File: src/rtl/hazard_stall_ctrl.sv
// hazard_stall_ctrl: stall/flush sequencer for the 5-stage rv32i pipeline.
// Handles load-use bubbles, instruction/data memory wait freezes, and
// mispredict squashes. A redirect that arrives while a fetch is in flight is
// held in redirect_pc_o until the stale fetch drains.
module hazard_stall_ctrl #(
    parameter int width     = 32,
    parameter int CNT_WIDTH = 16
) (
    input  logic                 clk_i,
    input  logic                 rst_n_i,
    input  logic [4:0]           ID_rs1_i,
    input  logic [4:0]           ID_rs2_i,
    input  logic                 ID_use_rs1_i,
    input  logic                 ID_use_rs2_i,
    input  logic [4:0]           ID_EX_rd_i,
    input  logic                 ID_EX_mem_read_i,
    input  logic                 EX_mispredict_i,
    input  logic [width-1:0]     EX_target_i,
    input  logic                 imem_read_i,
    input  logic                 imem_resp_i,
    input  logic                 dmem_req_i,
    input  logic                 dmem_resp_i,
    output logic                 pc_load_o,
    output logic                 pc_redirect_o,
    output logic [width-1:0]     redirect_pc_o,
    output logic                 IF_ID_load_o,
    output logic                 ID_EX_load_o,
    output logic                 EX_MEM_load_o,
    output logic                 MEM_WB_load_o,
    output logic                 IF_ID_flush_o,
    output logic                 ID_EX_flush_o,
    output logic [CNT_WIDTH-1:0] stall_cnt_o,
    output logic [CNT_WIDTH-1:0] flush_cnt_o
);

    typedef enum logic {RUN = 1'b0, DRAIN = 1'b1} state_t;

    state_t state, state_next;

    logic dstall, istall, lu;
    logic take_flush, take_redirect;

    // Ungated control values; forced to zero below while reset is asserted.
    logic pc_load, pc_redirect, if_id_load, id_ex_load, ex_mem_load, mem_wb_load;
    logic if_id_flush, id_ex_flush;

    assign dstall = dmem_req_i & ~dmem_resp_i;
    assign istall = imem_read_i & ~imem_resp_i;
    assign lu     = ID_EX_mem_read_i & (ID_EX_rd_i != 5'd0) &
                    (((ID_EX_rd_i == ID_rs1_i) & ID_use_rs1_i) |
                     ((ID_EX_rd_i == ID_rs2_i) & ID_use_rs2_i));

    // A mispredict is only acted on in RUN when the data side is not frozen.
    assign take_flush    = (state == RUN) & ~dstall & EX_mispredict_i;
    assign take_redirect = take_flush & istall;

    // State register.
    always_ff @(posedge clk_i or negedge rst_n_i) begin
        if (!rst_n_i) state <= RUN;
        else          state <= state_next;
    end

    // Next-state: park in DRAIN until the in-flight fetch returns.
    always_comb begin
        state_next = state;
        case (state)
            RUN:     if (take_redirect) state_next = DRAIN;
            DRAIN:   if (imem_resp_i)   state_next = RUN;
            default: state_next = RUN;
        endcase
    end

    // Output decode by state and hazard priority.
    always_comb begin
        pc_load     = 1'b1;
        pc_redirect = 1'b0;
        if_id_load  = 1'b1;
        id_ex_load  = 1'b1;
        ex_mem_load = 1'b1;
        mem_wb_load = 1'b1;
        if_id_flush = 1'b0;
        id_ex_flush = 1'b0;
        case (state)
            RUN: begin
                if (dstall) begin
                    // Whole pipe frozen; a pending mispredict stays in EX.
                    pc_load     = 1'b0;
                    if_id_load  = 1'b0;
                    id_ex_load  = 1'b0;
                    ex_mem_load = 1'b0;
                    mem_wb_load = 1'b0;
                end else if (EX_mispredict_i) begin
                    // Without a fetch in flight the branch path supplies the PC.
                    pc_load     = ~istall;
                    if_id_flush = 1'b1;
                    id_ex_flush = 1'b1;
                end else if (lu || istall) begin
                    pc_load     = 1'b0;
                    if_id_load  = 1'b0;
                    id_ex_flush = 1'b1;
                end
            end
            DRAIN: begin
                pc_load     = 1'b0;
                if_id_load  = 1'b0;
                id_ex_flush = 1'b1;
                if (dstall) begin
                    ex_mem_load = 1'b0;
                    mem_wb_load = 1'b0;
                end
                if (imem_resp_i) begin
                    // Stale word is discarded and the held target is loaded.
                    if_id_flush = 1'b1;
                    pc_load     = 1'b1;
                    pc_redirect = 1'b1;
                end
            end
            default: ;
        endcase
    end

    // Reset holds every enable and flush low.
    assign pc_load_o     = rst_n_i & pc_load;
    assign pc_redirect_o = rst_n_i & pc_redirect;
    assign IF_ID_load_o  = rst_n_i & if_id_load;
    assign ID_EX_load_o  = rst_n_i & id_ex_load;
    assign EX_MEM_load_o = rst_n_i & ex_mem_load;
    assign MEM_WB_load_o = rst_n_i & mem_wb_load;
    assign IF_ID_flush_o = rst_n_i & if_id_flush;
    assign ID_EX_flush_o = rst_n_i & id_ex_flush;

    // Capture the redirect target when the redirect has to wait for a fetch.
    always_ff @(posedge clk_i or negedge rst_n_i) begin
        if (!rst_n_i)          redirect_pc_o <= '0;
        else if (take_redirect) redirect_pc_o <= EX_target_i;
    end

    // Saturating count of cycles where the PC did not advance.
    always_ff @(posedge clk_i or negedge rst_n_i) begin
        if (!rst_n_i)
            stall_cnt_o <= '0;
        else if (!pc_load && (stall_cnt_o != {CNT_WIDTH{1'b1}}))
            stall_cnt_o <= stall_cnt_o + CNT_WIDTH'(1);
    end

    // Saturating count of mispredict flush events.
    always_ff @(posedge clk_i or negedge rst_n_i) begin
        if (!rst_n_i)
            flush_cnt_o <= '0;
        else if (take_flush && (flush_cnt_o != {CNT_WIDTH{1'b1}}))
            flush_cnt_o <= flush_cnt_o + CNT_WIDTH'(1);
    end

endmodule

File: config.mk
export PLATFORM = sky130hd
export DESIGN_NAME = hazard_stall_ctrl
export DESIGN_NICKNAME = d
export VERILOG_FILES = /design/src/rtl/hazard_stall_ctrl.sv
export SDC_FILE = /design/constraint.sdc
export NUM_CORES = 1
export LEC_CHECK = 0
export ABC_AREA = 1
export CORE_MARGIN = 2
export CORE_UTILIZATION = 44
export DETAILED_ROUTE_END_ITERATION = 10
export PLACE_DENSITY = 0.8
export RECOVER_POWER = 50
export SLEW_MARGIN = 20
export SYNTH_ARGS = -nofsm -noshare
export SYNTH_HDL_FRONTEND = slang
export SYNTH_SLANG_ARGS = --single-unit
File: constraint.sdc
create_clock -name clk_i -period 3.25 [get_ports clk_i]
set_input_delay 0.975 -clock clk_i [delete_from_list [all_inputs] [get_ports clk_i]]
set_output_delay 0.975 -clock clk_i [all_outputs]
set_load 0.02 [all_outputs]
# After elaboration in Yosys (flattened, before gate mapping)
# Index checks and enable logic that the tools add are counted.
totals:
  out_inout_bits: 72
  register_bits: 65
  input_bits: 57
  word_cells: 58
op_classes:
  reduce_logical: 5
  addsub: 2
  n_eq_ne: 4
  n_bitwise: 22
  n_mux: 21
ops:
  columns: ["cell", "count"]
  rows:
  - ["adder 16 x 1 -> 16 bit (second input constant)", 2]
  - ["!= test 16 bit (second input constant)", 2]
  - ["bitwise AND 1 bit", 16]
  - ["two-way mux 1 bit", 16]
  - ["equality test 5 bit", 2]
  - ["case mux 1 bit (2 select lines)", 5]
  - ["NOT 1 bit", 5]
  - ["nonzero test 5 bit", 1]
  - ["logical AND 1 bit", 2]
  - ["logical NOT 1 bit", 1]
  - ["logical OR 1 bit", 1]
  - ["OR 1 bit", 1]

# Longest topological paths before layout
depth:
  depth_word: 11
  ltp_mapped: 14
  depth_no_buf: 13

# Least setup slack after synthesis
# Ideal clock, no wire load.
synth_path:
  path_type: "input -> output"
  startpoint: "input ID_EX_rd_i[3]"
  endpoint: "output pc_load_o"
  setup_slack_ns: 0.092
  stages: 10
  n_path_buf: 1
  arrival_ns: 2.183
  path_cell_list: "inv_1 -> nand4_1 -> o21ai_0 -> inv_1 -> nand2_1 -> nand3_1 -> nand2_1 -> nand2_4 -> buf_2 -> a21oi_1"
synth_via:
  elab_chain_cells: 10
  word_cells_on_any_way: 14
  classes_between: "eq/ne (2); mux (4); bitwise (6); reduce/logical (2)"
synth_lines:
  columns: ["item", "line", "text"]
  rows:
  - ["from (decl)", "15", "input logic [4:0] ID_EX_rd_i,"]
  - ["equality test 5 bit (on tied branches)", "50, 51", null]
  - ["bitwise AND 1 bit (on tied branches)", "50, 51", null]
  - ["OR 1 bit", "50", "(((ID_EX_rd_i == ID_rs1_i) & ID_use_rs1_i) |"]
  - ["bitwise AND 1 bit *", "49", "assign lu = ID_EX_mem_read_i & (ID_EX_rd_i != 5'd0) &"]
  - ["logical OR 1 bit *", "97", "end else if (lu || istall) begin"]
  - ["two-way mux 1 bit *", "97", null]
  - ["two-way mux 1 bit *", "92", "end else if (EX_mispredict_i) begin"]
  - ["two-way mux 1 bit *", "85", "if (dstall) begin"]
  - ["case mux 1 bit (2 select lines) *", "83", "case (state)"]
  - ["bitwise AND 1 bit *", "123", "assign pc_load_o = rst_n_i & pc_load;"]
  - ["to (decl)", "23", "output logic pc_load_o,"]
# Every way passes the cells marked *; elsewhere a longest branch is shown, timed or not.

# Worst setup path after layout
layout_path:
  startpoint: "input dmem_resp_i"
  endpoint: "output IF_ID_load_o"
layout_via:
  elab_chain_cells: 5
layout_lines:
  columns: ["item", "line", "text"]
  rows:
  - ["from (decl)", "22", "input logic dmem_resp_i,"]
  - ["NOT 1 bit", "47", "assign dstall = dmem_req_i & ~dmem_resp_i;"]
  - ["bitwise AND 1 bit", "47", null]
  - ["two-way mux 1 bit", "85", null]
  - ["case mux 1 bit (2 select lines)", "83", null]
  - ["bitwise AND 1 bit", "125", "assign IF_ID_load_o = rst_n_i & if_id_load;"]
  - ["to (decl)", "26", "output logic IF_ID_load_o,"]
# No other way between the ends.

==> impl_metrics.csv <==
group,metric,value,unit
global_route,grt_antenna_before_repair,0,
layout,multi_input_area,1600,µm²
critical_path,cp-start-kind,"input port",
placed_design,portBuffers,128,
route,vias_per_cell,4.97,
critical_path,reg2reg_to,"flush_cnt_o[9]$_DFFE_PN0P_",
global_route,grt_usage,21.0,%
pwr,seqPwrFrac,40.4,%
clocking,htree_levels,3,
critical_path,cp-startpoint,"dmem_resp_i",
timing,hold_viol,0,
timing,period_share,98.5,%
outcome,outcome,"completed",
floorplanning,die_x,91.9,µm
synthesis,syn_area,3400,µm²
pwr,combPwrFrac,37.2,%
synthesis,syn_area_per_cell,9.01,µm²
global_route,overflow,0,
pwr,intPower,0.00180,W
route,drt.antenna.violating_nets,0,
route,post_drt_wl_per_cell,13.6,µm
placed_design,dp_hpwl,6320,µm
synthesis,netlist_instances,377,
critical_path,critPathSlowestCell,"clkdlybuf4s50_1",
critical_path,r2r_start,"flush_cnt_o[0]$_DFFE_PN0P_",
floorplanning,core-area,7610,µm²
layout,nFillCells,625,
clocking,clk_pin_slew_worst_paths,0.07,ns
timing,fin_skew,0.0101,ns
clocking,clock-sinks,65,
route,wl,8580,µm
critical_path,arrival,2.23,ns
timing,max_freq,0.312,GHz
timing,setup_violations,0,
clocking,cts_tree,"done",
synthesis,seq_area_frac_synth,47.9,%
min_path,hold_depth,1,
layout,insertedDiodeCount,0,
clocking,cts_buffer_depth,2,
critical_path,cpPeakStageDelay,0.47,ns
pwr,p_switching,0.000999,W
critical_path,r2r_slack,1.25,ns
critical_path,endpoint_kind,"output pin",
pwr,ir_drop,335,µV
clocking,clock_latency,0.34,ns
timing,drv_slew,0,
critical_path,cp.required,2.27,ns
pwr,p_leak,2.40,nW
synthesis,ys_ff_latch,65,
layout,area_growth,50.1,%
route,dr.pass1.iters,4,
critical_path,path_cells,"clkdlybuf4s50_1 -> nor2_2 -> inv_1 -> nand2_2 -> nor2_4 -> inv_2 -> buf_6 -> a21oi_2 -> buf_4",
critical_path,reg2reg_depth,10,
clocking,ctsHoldBuffers,0,
min_path,min_to,"redirect_pc_o[25]$_DFFE_PN0P_",
clocking,cts_buffers,9,
floorplanning,fp-row-count,32,
floorplanning,die_h,91.9,µm
critical_path,crit_path_max_fanout,3,
floorplanning,start_util,44.6,%
pwr,power_density,549,nW/µm²
timing,tightest_slew,1.46,ns
layout,final_util,67.0,%
pwr,p_clk_share,22.5,%
flow_run,maxCapViolCount,0,
timing,min_period,3.20,ns
global_route,grt_pass1_wl,14300,µm
floorplanning,die_area,8440,µm²
layout,layout.area.seq,1630,µm²
pwr,power,0.00280,W
global_route,grt_pass1_vias,3101,
floorplanning,io_pins,129,
route,drc,0,
synthesis,ys_types,28,
synthesis,syn-num-nets,436,
route,num_vias,3132,
route,drtIter0Drc,127,
timing,slew_headroom,2.65,%
layout,fin_nets,582,
pwr,p_sw_share,35.7,%
global_route,grt_max_degree,60,
placed_design,place_congestion,0.915,
synthesis,yosys_warnings,0,
min_path,hold_start,"redirect_pc_o[25]$_DFFE_PN0P_",
min_path,holdCritPathClass,"reg2reg",
critical_path,path_class,"in2out",
layout,layout-drive-gt1-share,18.6,%
clocking,cts_root_buffer,"clkbuf_8",
## cell families (layout without fill, tap and decap cells)
kind of cell / count (synthesis) / in the layout / synth area share, %
xor+xnor: 29 / 29 / 7.48
fa+ha+maj: 2 / 2 / 0.737
buf+inv: 55 / 206 / 6.60
mux: 32 / 32 / 10.6
flops: 65 / 65 / 47.9
simple gates: 185 / 185 / 25.3
compound gates: 9 / 9 / 1.36
## cell type report
class                      count  area share (%)
sequential                    65            31.9
inverter                      46            3.39
clock inverter                 6           0.834
clock buffer                  10            2.70
timing repair buffer         144            27.2
multi-input combinational    257            31.5
tap                          102            2.50
## routing by layer
layer | track usage (%) | routed length [µm] | part of all wire [%] | vias up
li1 | - | - | - | 1511
met1 | 25.5 | 3490 | 41 | 1497
met2 | 34.7 | 4240 | 49 | 112
met3 | 7.23 | 702 | 8.2 | 12
met4 | 7.96 | 150 | 1.7 | 0
met5 | 0 | 0 | 0 | -
## flip-flops by register name, indices dropped and copies added, names as in the netlist
name / cells
redirect_pc_o: 32
flush_cnt_o: 16
stall_cnt_o: 16
state: 1
## cells in the mapped netlist, drive strengths merged
library cell,instances,area share [%]
nor2,32,4.2
buf,7,1.3
nand2,102,12
xor2,20,5.2
inv,46,5.1
dfrtp,65,48
nor4,4,0.74
nand3,17,3.0
xnor2,9,2.3
o21ai,5,0.74
a21oi,3,0.44
ha,2,0.74
o22ai,1,0.18
mux2,32,11
nand4,21,4.3
nor3b,1,0.22
nor3,8,1.2
clkbuf,2,0.22
## stage by stage
stage / area (µm²) / setup TNS [ns] / setup slack, ns / std cells / hold WS (ns)
after detailed placement: 4880 / -3.02 / -0.675 / 614 / 0.494
after floorplan: 3400 / 0 / 0.0922 / 377 / 0.551
final: 5100 / 0 / 0.0493 / 630 / 0.506
after CTS: 5050 / 0 / 0.00721 / 630 / 0.508
after global placement: 4880 / -2.85 / -0.643 / 614 / 0.489
after global routing: 5100 / -0.0168 / -0.0104 / 630 / 0.526
## placed cells by master (no fill, tap or decap), types with 8 or more instances in the layout
master / count
inv_1: 39
mux2_2: 32
nand3_1: 14
clkbuf_8: 10
dlygate4sd2_1: 13
buf_4: 12
dfrtp_1: 65
clkdlybuf4s50_1: 101
nor3_1: 8
xnor2_1: 9
xor2_1: 20
nor2_1: 22
nand4_1: 20
nand2_1: 97
## worst max-delay path by stage
stage	cells past startpoint	to	slack [ns]
floorplan	10	pc_load_o	0.09
global placement	11	pc_load_o	-0.64
detailed placement	11	pc_load_o	-0.67
CTS	11	pc_load_o	0.007
global route	10	pc_load_o	-0.01
finish	9	IF_ID_load_o	0.05
## power by group through the flow
stage / Clock [W] / Combinational (W) / Sequential, W
3_5_place_dp: 0 / 0.00104 / 0.00114
3_3_place_gp: 0 / 0.00102 / 0.00113
4_1_cts: 0.000643 / 0.00104 / 0.00113
5_1_grt: 0.000682 / 0.00112 / 0.00116
6_report: 0.000630 / 0.00104 / 0.00113
2_1_floorplan: 0 / 0.000307 / 0.00133
## critical path, delay by kind of cell
| family | cells | cell delay, ns |
|---|---|---|
| buf+inv | 5 | 0.88 |
| compound gates | 1 | 0.12 |
| simple gates | 3 | 0.27 |
## what timing repair did
item | 4_1_cts | 5_1_grt
endpoints found under the setup margin | 8 | 4
gates resized for setup | 51 | 22
pin swaps | 11 | 15
buffers inserted | 0 | 0
Power figures use the tool's default switching activity.
